### src/rtl/bomb_timer_ctrl.sv
// Countdown sequencer for the bomb game: gates the 1 s tick generator, counts
// remaining time down, applies strike penalties and resolves exploded/defused.
module bomb_timer_ctrl #(
    parameter int START_MIN   = 5,
    parameter int START_SEC   = 0,
    parameter int PENALTY_SEC = 10
) (
    input  logic       clk,
    input  logic       rst,
    input  logic       start,
    input  logic       pause,
    input  logic       strike,
    input  logic       defuse,
    input  logic       uno_second,
    output logic       timer_en,
    output logic [3:0] min_tens,
    output logic [3:0] min_ones,
    output logic [3:0] sec_tens,
    output logic [3:0] sec_ones,
    output logic [2:0] state,
    output logic       exploded,
    output logic       defused
);

    typedef enum logic [2:0] {
        S_IDLE     = 3'd0,
        S_RUNNING  = 3'd1,
        S_PAUSED   = 3'd2,
        S_EXPLODED = 3'd3,
        S_DEFUSED  = 3'd4
    } state_t;

    localparam logic [12:0] LOAD_T = 13'(START_MIN * 60 + START_SEC);
    localparam logic [12:0] PEN_T  = 13'(PENALTY_SEC);
    localparam logic [3:0]  RST_MT = 4'(START_MIN / 10);
    localparam logic [3:0]  RST_MO = 4'(START_MIN % 10);
    localparam logic [3:0]  RST_ST = 4'(START_SEC / 10);
    localparam logic [3:0]  RST_SO = 4'(START_SEC % 10);

    state_t      state_q, state_d;
    logic [12:0] time_q, time_d;
    logic        timer_en_q, timer_en_d;
    logic        exploded_q, exploded_d;
    logic        defused_q, defused_d;
    logic [3:0]  min_tens_q, min_tens_d;
    logic [3:0]  min_ones_q, min_ones_d;
    logic [3:0]  sec_tens_q, sec_tens_d;
    logic [3:0]  sec_ones_q, sec_ones_d;

    logic [12:0] dec, rem;
    logic [6:0]  mins;
    logic [5:0]  secs;

    always_comb begin
        state_d = state_q;
        time_d  = time_q;
        dec     = '0;
        rem     = '0;
        case (state_q)
            S_IDLE: begin
                if (start) begin
                    time_d  = LOAD_T;
                    state_d = (LOAD_T == 13'd0) ? S_EXPLODED : S_RUNNING;
                end
            end
            S_RUNNING, S_PAUSED: begin
                // Strike and tick in one cycle combine into a single saturating subtract.
                dec = (strike ? PEN_T : 13'd0) +
                      ((uno_second && state_q == S_RUNNING) ? 13'd1 : 13'd0);
                rem = (time_q > dec) ? time_q - dec : 13'd0;
                if (defuse) begin
                    state_d = S_DEFUSED;
                end else if (dec != 13'd0 && rem == 13'd0) begin
                    time_d  = 13'd0;
                    state_d = S_EXPLODED;
                end else begin
                    time_d = rem;
                    if (state_q == S_RUNNING && pause)
                        state_d = S_PAUSED;
                    else if (state_q == S_PAUSED && start)
                        state_d = S_RUNNING;
                end
            end
            S_EXPLODED: time_d = 13'd0;
            S_DEFUSED:  ;
            default: begin
                state_d = S_IDLE;
                time_d  = LOAD_T;
            end
        endcase
    end

    // Digits are converted from the next count so they land on the same edge.
    always_comb begin
        mins       = 7'(time_d / 13'd60);
        secs       = 6'(time_d % 13'd60);
        min_tens_d = 4'(mins / 7'd10);
        min_ones_d = 4'(mins % 7'd10);
        sec_tens_d = 4'(secs / 6'd10);
        sec_ones_d = 4'(secs % 6'd10);
        timer_en_d = (state_d == S_RUNNING);
        exploded_d = (state_d == S_EXPLODED);
        defused_d  = (state_d == S_DEFUSED);
    end

    always_ff @(posedge clk or negedge rst) begin
        if (!rst) begin
            state_q    <= S_IDLE;
            time_q     <= LOAD_T;
            timer_en_q <= 1'b0;
            exploded_q <= 1'b0;
            defused_q  <= 1'b0;
            min_tens_q <= RST_MT;
            min_ones_q <= RST_MO;
            sec_tens_q <= RST_ST;
            sec_ones_q <= RST_SO;
        end else begin
            state_q    <= state_d;
            time_q     <= time_d;
            timer_en_q <= timer_en_d;
            exploded_q <= exploded_d;
            defused_q  <= defused_d;
            min_tens_q <= min_tens_d;
            min_ones_q <= min_ones_d;
            sec_tens_q <= sec_tens_d;
            sec_ones_q <= sec_ones_d;
        end
    end

    assign state    = state_q;
    assign timer_en = timer_en_q;
    assign exploded = exploded_q;
    assign defused  = defused_q;
    assign min_tens = min_tens_q;
    assign min_ones = min_ones_q;
    assign sec_tens = sec_tens_q;
    assign sec_ones = sec_ones_q;

endmodule

### config.mk
export PLATFORM = sky130hd
export DESIGN_NAME = bomb_timer_ctrl
export DESIGN_NICKNAME = d
export VERILOG_FILES = /design/src/rtl/bomb_timer_ctrl.sv
export SDC_FILE = /design/constraint.sdc
export NUM_CORES = 1
export LEC_CHECK = 0
export ABC_AREA = 1
export BUFFER_PORTS_ARGS = -buffer_cell sky130_fd_sc_hd__buf_2
export CELL_PAD_IN_SITES_DETAIL_PLACEMENT = 0
export CELL_PAD_IN_SITES_GLOBAL_PLACEMENT = 1
export CORE_ASPECT_RATIO = 1.4
export CORE_UTILIZATION = 30
export DETAILED_ROUTE_END_ITERATION = 6
export PLACE_DENSITY_LB_ADDON = 0.1
export SYNTH_ARGS = -nofsm -noshare
export SYNTH_HDL_FRONTEND = slang
export SYNTH_SLANG_ARGS = --single-unit
### constraint.sdc
create_clock -name clk -period 8.55 [get_ports clk]
set_input_delay 2.565 -clock clk [delete_from_list [all_inputs] [get_ports clk]]
set_output_delay 2.565 -clock clk [all_outputs]
set_load 0.01 [all_outputs]
# Word level (Yosys, flattened, before mapping)
# Index checks and enable logic that the tools add are counted.
totals:
  regBits: 35
  latchBits: 0
  ramBits: 0
  rom_bits: 0
  input_bits: 7
  mem_count: 0
classes:
  n_addsub: 2
  mul: 0
  div: 6
  order_cmp: 1
  eq_ne: 7
  n_shift: 0
  mux: 13
  bitwise_logic: 0
  n_reduce_logical: 9
op_table:
  columns: ["operator", "count"]
  rows:
  - ["13-bit two-way mux", 4]
  - ["13-bit one-hot mux with 4 select lines", 1]
  - ["3-bit two-way mux", 5]
  - ["13-bit by 6-bit divider with 13-bit output (second input constant)", 1]
  - ["13-bit by 5-bit greater-than comparator with 1-bit output", 1]
  - ["13-bit logical NOT", 1]
  - ["13-bit by 6-bit modulo with 13-bit output (second input constant)", 1]
  - ["13-bit nonzero test", 1]
  - ["13-bit by 5-bit subtractor with 13-bit output", 1]
  - ["3-bit by 2-bit == test with 1-bit output (second input constant)", 3]
  - ["3-bit one-hot mux with 3 select lines", 1]
  - ["7-bit by 4-bit divider with 7-bit output (second input constant)", 1]
  - ["7-bit by 4-bit modulo with 7-bit output (second input constant)", 1]
  - ["6-bit by 4-bit divider with 6-bit output (second input constant)", 1]
  - ["3-bit by 1-bit == test with 1-bit output (second input constant)", 2]
  - ["3-bit == test (second input constant)", 2]
  - ["6-bit by 4-bit modulo with 6-bit output (second input constant)", 1]
  - ["4-bit by 1-bit adder with 5-bit output", 1]
  - ["1-bit logical AND", 4]
  - ["4-bit two-way mux", 1]
  - ["2-bit OR reduction", 2]
  - ["3-bit logical NOT", 1]
  - ["1-bit two-way mux", 1]

# Depth between registers and ports, before layout
depth:
  ltp_word: 13
  depth_mapped: 63
  mapped_depth_nobuf: 63

# Least setup slack after synthesis
# Ideal clock, no wire load.
synth_path:
  path_type: "input-to-reg"
  from: "input uno_second"
  to: "register min_ones_q[1], in the netlist min_ones[1]"
  setup_time_ps: 116
  arrival_ps: 8040
  required_ps: 8434
  path_slack_ps: 394
  stages: 53
  path_cell_list: "inv_1 > nor2_1 > ha_1 > inv_1 > fa_1 > nor2_2 > nor2_1 > nor2_2 > nand3_1 > nand2_1 > nor2_2 > a21oi_4 > inv_2 > nand3_4 > nand3_4 > o21bai_4 > nand2_1 > nand3_2 > [17 not listed] > nor2_4 > nand4_2 > nand2_2 > nand2_1 > nand2_2 > ha_1 > nand3_1 > nand2_1 > nand3_2 > nand2_2 > nand2_1 > nand2_1 > inv_1 > ha_1 > nand2_1 > nand2_2 > nand3_1 > nand2_1"
synth_between:
  elab_chain_len: 12
  elab_cells_between_ends: 14
  cone_classes: "add/sub: 2; div: 2; order compare: 1; mux: 5; reduce/logical: 4"
synth_lines:
  columns: ["element", "line", "rtl"]
  rows:
  - ["start, declared", "14", "input logic uno_second,"]
  - ["1-bit logical AND (*)", "69", "((uno_second && state_q == S_RUNNING) ? 13'd1 : 13'd0);"]
  - ["1-bit two-way mux (*)", "69", null]
  - ["4-bit by 1-bit adder with 5-bit output (*)", "68", "dec = (strike ? PEN_T : 13'd0) +"]
  - ["13-bit by 5-bit subtractor with 13-bit output / 13-bit by 5-bit greater-than comparator with 1-bit output (equally long branches)", "70", "rem = (time_q > dec) ? time_q - dec : 13'd0;"]
  - ["13-bit two-way mux", "70", null]
  - ["13-bit logical NOT", "73", "end else if (dec != 13'd0 && rem == 13'd0) begin"]
  - ["1-bit logical AND", "73", null]
  - ["13-bit two-way mux (*)", "73", null]
  - ["13-bit two-way mux (*)", "71", "if (defuse) begin"]
  - ["13-bit one-hot mux with 4 select lines (*)", "59", "case (state_q)"]
  - ["net time_d[12]", "41", "logic [12:0] time_q, time_d;"]
  - ["13-bit by 6-bit divider with 13-bit output (*)", "95", "mins = 7'(time_d / 13'd60);"]
  - ["7-bit by 4-bit modulo with 7-bit output (*)", "98", "min_ones_d = 4'(mins % 7'd10);"]
  - ["net min_ones_d[1]", "46", "logic [3:0] min_ones_q, min_ones_d;"]
  - ["end signal, assigned", "124", "min_ones_q <= min_ones_d;"]
  - ["end, declared", "46", null]
# The timed path passes the listed nets; every way through them passes the cells marked *.

# Final worst setup path
layout_path:
  from: "input uno_second"
  to: "register min_tens_q[0], in the netlist min_tens[0]"
layout_between:
  elab_chain_len: 12
  elab_cells_between_ends: 14
  cone_classes: "add/sub: 2; div: 2; order compare: 1; mux: 5; reduce/logical: 4"
layout_lines:
  columns: ["element", "line", "rtl"]
  rows:
  - ["1-bit logical AND (*)", "69", null]
  - ["1-bit two-way mux (*)", "69", null]
  - ["4-bit by 1-bit adder with 5-bit output (*)", "68", null]
  - ["13-bit by 5-bit subtractor with 13-bit output / 13-bit by 5-bit greater-than comparator with 1-bit output (equally long branches)", "70", null]
  - ["13-bit two-way mux", "70", null]
  - ["13-bit logical NOT", "73", null]
  - ["1-bit logical AND", "73", null]
  - ["13-bit two-way mux (*)", "73", null]
  - ["13-bit two-way mux (*)", "71", null]
  - ["13-bit one-hot mux with 4 select lines (*)", "59", null]
  - ["net time_d[8]", "41", null]
  - ["13-bit by 6-bit divider with 13-bit output (*)", "95", null]
  - ["7-bit by 4-bit divider with 7-bit output (*)", "97", "min_tens_d = 4'(mins / 7'd10);"]
  - ["net min_tens_d[0]", "45", "logic [3:0] min_tens_q, min_tens_d;"]
  - ["end signal, assigned", "123", "min_tens_q <= min_tens_d;"]
  - ["end, declared", "45", null]
# Marks and branches as above.

==> run_results.csv <==
group,metric,value,unit
global_route,grt_first_pass_wirelength,15.9,mm
floorplan,die_y,133,um
critical_path,setup.worst_path.end_class,"flip-flop",
route,wl_per_cell,13.0,um
synth,syn_area,3680,um2
clock_tree,clock_latency,0.28,ns
sta,min_period,8.30,ns
global_route,grt_max_degree,34,
synth,avgSynthCellArea,6.79,um2
layout,n_antenna_cell,0,
sta,period_share,97.1,%
layout,drive_above_1_share,46.8,%
layout,area.growth.synth_to_final,38.2,%
critical_path,r2r_end,"min_tens[0]",
synth,synth_seq_cells,33,
floorplan,io-pin-count,29,
clock_tree,cts.sinks,33,
global_route,antenna_found_initial,0,
sta,worst_slew_pin_slew,0.838,ns
route,wl,10.4,mm
critical_path,worstSetupStartpointType,"primary input",
floorplan,core,11900,um2
clock_tree,clock_path_buffers,2,
layout,nets,667,
critical_path,reg2regPathDepth,54,
flow_run,cap_violations,0,
place,globalplace.congestion,0.847,
place,port_buffers,27,
floorplan,start_util,30.9,%
synth,ys.flop_type,"dfrtp_1",
synth,synth_top_cell_by_area,"dfrtp_1",
route,drcViolationCount,0,
layout,finalInstanceArea,5080,um2
place,place_area,4320,um2
route,vias,3682,
clock_tree,htreeDepth,2,
critical_path,worstSetupPathType,"primary input to flip-flop",
sta,finClkSkew,0.00305,ns
route,via_per_inst,4.63,
synth,ys_seq_area_share,22.7,%
global_route,grt_pass1_vias,3583,
place,hpwl,7.89,mm
sta,slew_headroom,44.1,%
route,drt-initial-drc-count,127,
floorplan,rows,47,
critical_path,slowest_delay,0.28,ns
synth,ys_types,44,
synth,syn_inst,541,
sta,drv_slew,0,
floorplan,die_area,12700,um2
synth,syn-num-nets,560,
outcome,status,"finished, final reports clean",
sta,finalHoldViolCount,0,
sta,timing.fmax,120,MHz
route,ant_nets,0,
critical_path,cp-endpoint,"min_tens[0]",
synth,yosys_warnings,0,
sta,layout_setup_ws,0.250,ns
global_route,grt-ovfl-total,0,
place,place_ws,-0.0979,ns
floorplan,die_w,95.6,um
critical_path,critPathLaunch,"uno_second",
layout,nFillCells,1257,
synth,async_reset_ff_share,100,%
synth,synth_top_area_share,18.4,%
critical_path,crit_top_cell,"nand2_2",
min_path,hp-class,"flip-flop to flip-flop",
global_route,grtUsageTotal,16.0,%
clock_tree,cts-root-buf,"clkbuf_16",
critical_path,crit_arrival,8.48,ns
critical_path,critPathRequiredTime,8.73,ns
sta,setup_viol,0,
synth,synth_edf_count,0,
critical_path,slowest_stage,"o21ai_4",
route,drt_pass1_iterations,4,
critical_path,path_max_fanout,6,
clock_tree,cts_tree,"yes",
synth,synthTopCellsByArea,"dfrtp_1, nand2_1, inv_1",
layout,final_util,42.8,%
critical_path,r2r_start,"state[2]",
clock_tree,cts_made_buffers,5,
clock_tree,clk_pin_slew,0.06,ns
critical_path,rrSetupSlack,1.92,ns
==> placed cells by master (no fill, tap or decap), types with 4 or more instances in the layout <==
cell / n
nand2_2: 50
buf_4: 71
o21ai_2: 13
nor2_4: 14
nand2_1: 107
buf_2: 27
nand3_4: 5
nand4_1: 6
o21ai_4: 5
a21oi_1: 15
ha_1: 6
nand3b_1: 6
dfrtp_1: 27
nand2_4: 25
a21oi_2: 6
nor2_2: 9
ha_4: 4
inv_2: 18
inv_1: 85
o21ai_0: 11
inv_4: 5
nor2_1: 25
nand3_1: 28
dfstp_2: 6
clkbuf_16: 5
xor2_1: 6
nand3_2: 21
buf_6: 4
o21ai_1: 7
==> synthesized netlist by cell type, types with 7 or more instances <==
cell / n
nor2_1: 31
nor2_4: 7
o21ai_2: 11
inv_1: 88
nand3_2: 14
nand3_1: 38
o21ai_0: 11
dfrtp_1: 27
inv_2: 18
nand2_2: 31
a21oi_1: 17
nand2_1: 134
o21ai_1: 12
ha_1: 11
nand2_4: 17
nor2_2: 10
==> sequential cells by signal (all words and copies together), names as in the netlist <==
signal	cells
min_tens	4
timer_en	1
sec_ones	4
state	3
min_ones	4
time_q	12
exploded	1
sec_tens	3
defused	1
==> critical path, delay by kind of cell <==
| kind | cells | cell delay [ns] |
|---|---|---|
| adder cells (fa/ha/maj) | 4 | 0.71 |
| buffers and inverters | 8 | 0.76 |
| AO/OA/AOI/OAI | 8 | 1.35 |
| AND/OR/NAND/NOR | 33 | 3.08 |
==> area by class of cell <==
| cell class | instances | area, um2 | share of cell area [%] |
|---|---|---|---|
| multi-input combinational | 398 | 2790 | 54.9 |
| clock buffer | 5 | 125 | 2.46 |
| tap | 147 | 184 | 3.62 |
| sequential | 33 | 833 | 16.4 |
| clock inverter | 3 | 17.5 | 0.345 |
| timing repair buffer | 102 | 713 | 14.0 |
| inverter | 108 | 418 | 8.23 |
==> worst min path at each step <==
stage,from,to,slack (ns),cells after the start
floorplan,sec_ones[0],sec_ones[0],0.53,2
global placement,sec_ones[0],sec_ones[0],0.58,2
detailed placement,sec_ones[0],sec_ones[0],0.58,2
CTS,sec_ones[0],sec_ones[0],0.59,2
global route,sec_ones[0],sec_ones[0],0.66,2
finish,sec_ones[0],sec_ones[0],0.59,2
==> metal layers <==
layer  GRT usage [%]  wire (um)  vias up
met5               0          0        -
met4            3.81         99        0
li1                -          -     1926
met3            1.61        153        5
met1            17.2       4210     1716
met2            31.8       5900       35
==> kinds of logic after synthesis <==
logic type,after synthesis,synth area share (%)
XOR/XNOR,6,1.43
other,1,0.102
AND/OR/NAND/NOR,308,45.9
flip-flops,33,22.7
adder cells (fa/ha/maj),12,4.29
buffers and inverters,110,11.6
AO/OA/AOI/OAI,71,14.0
==> timing repair <==
item,4_1_cts,5_1_grt
hold buffers,0,0
gates resized for setup,0,97
setup buffers,0,30
endpoints found under the hold margin,0,0
setup endpoints to repair,0,8
==> stage by stage <==
stage                     setup TNS, ns  hold slack [ns]  std cells
after floorplan                       0            0.534        541
after global placement           -0.106            0.577        758
after detailed placement         -0.151            0.581        758
after CTS                             0            0.591        766
after global routing              -1.11            0.655        796
final                                 0            0.586        796
Power is left out: the tool's default activity adds up to more than one toggle a clock period on the data nets, which glitch-free logic cannot reach.
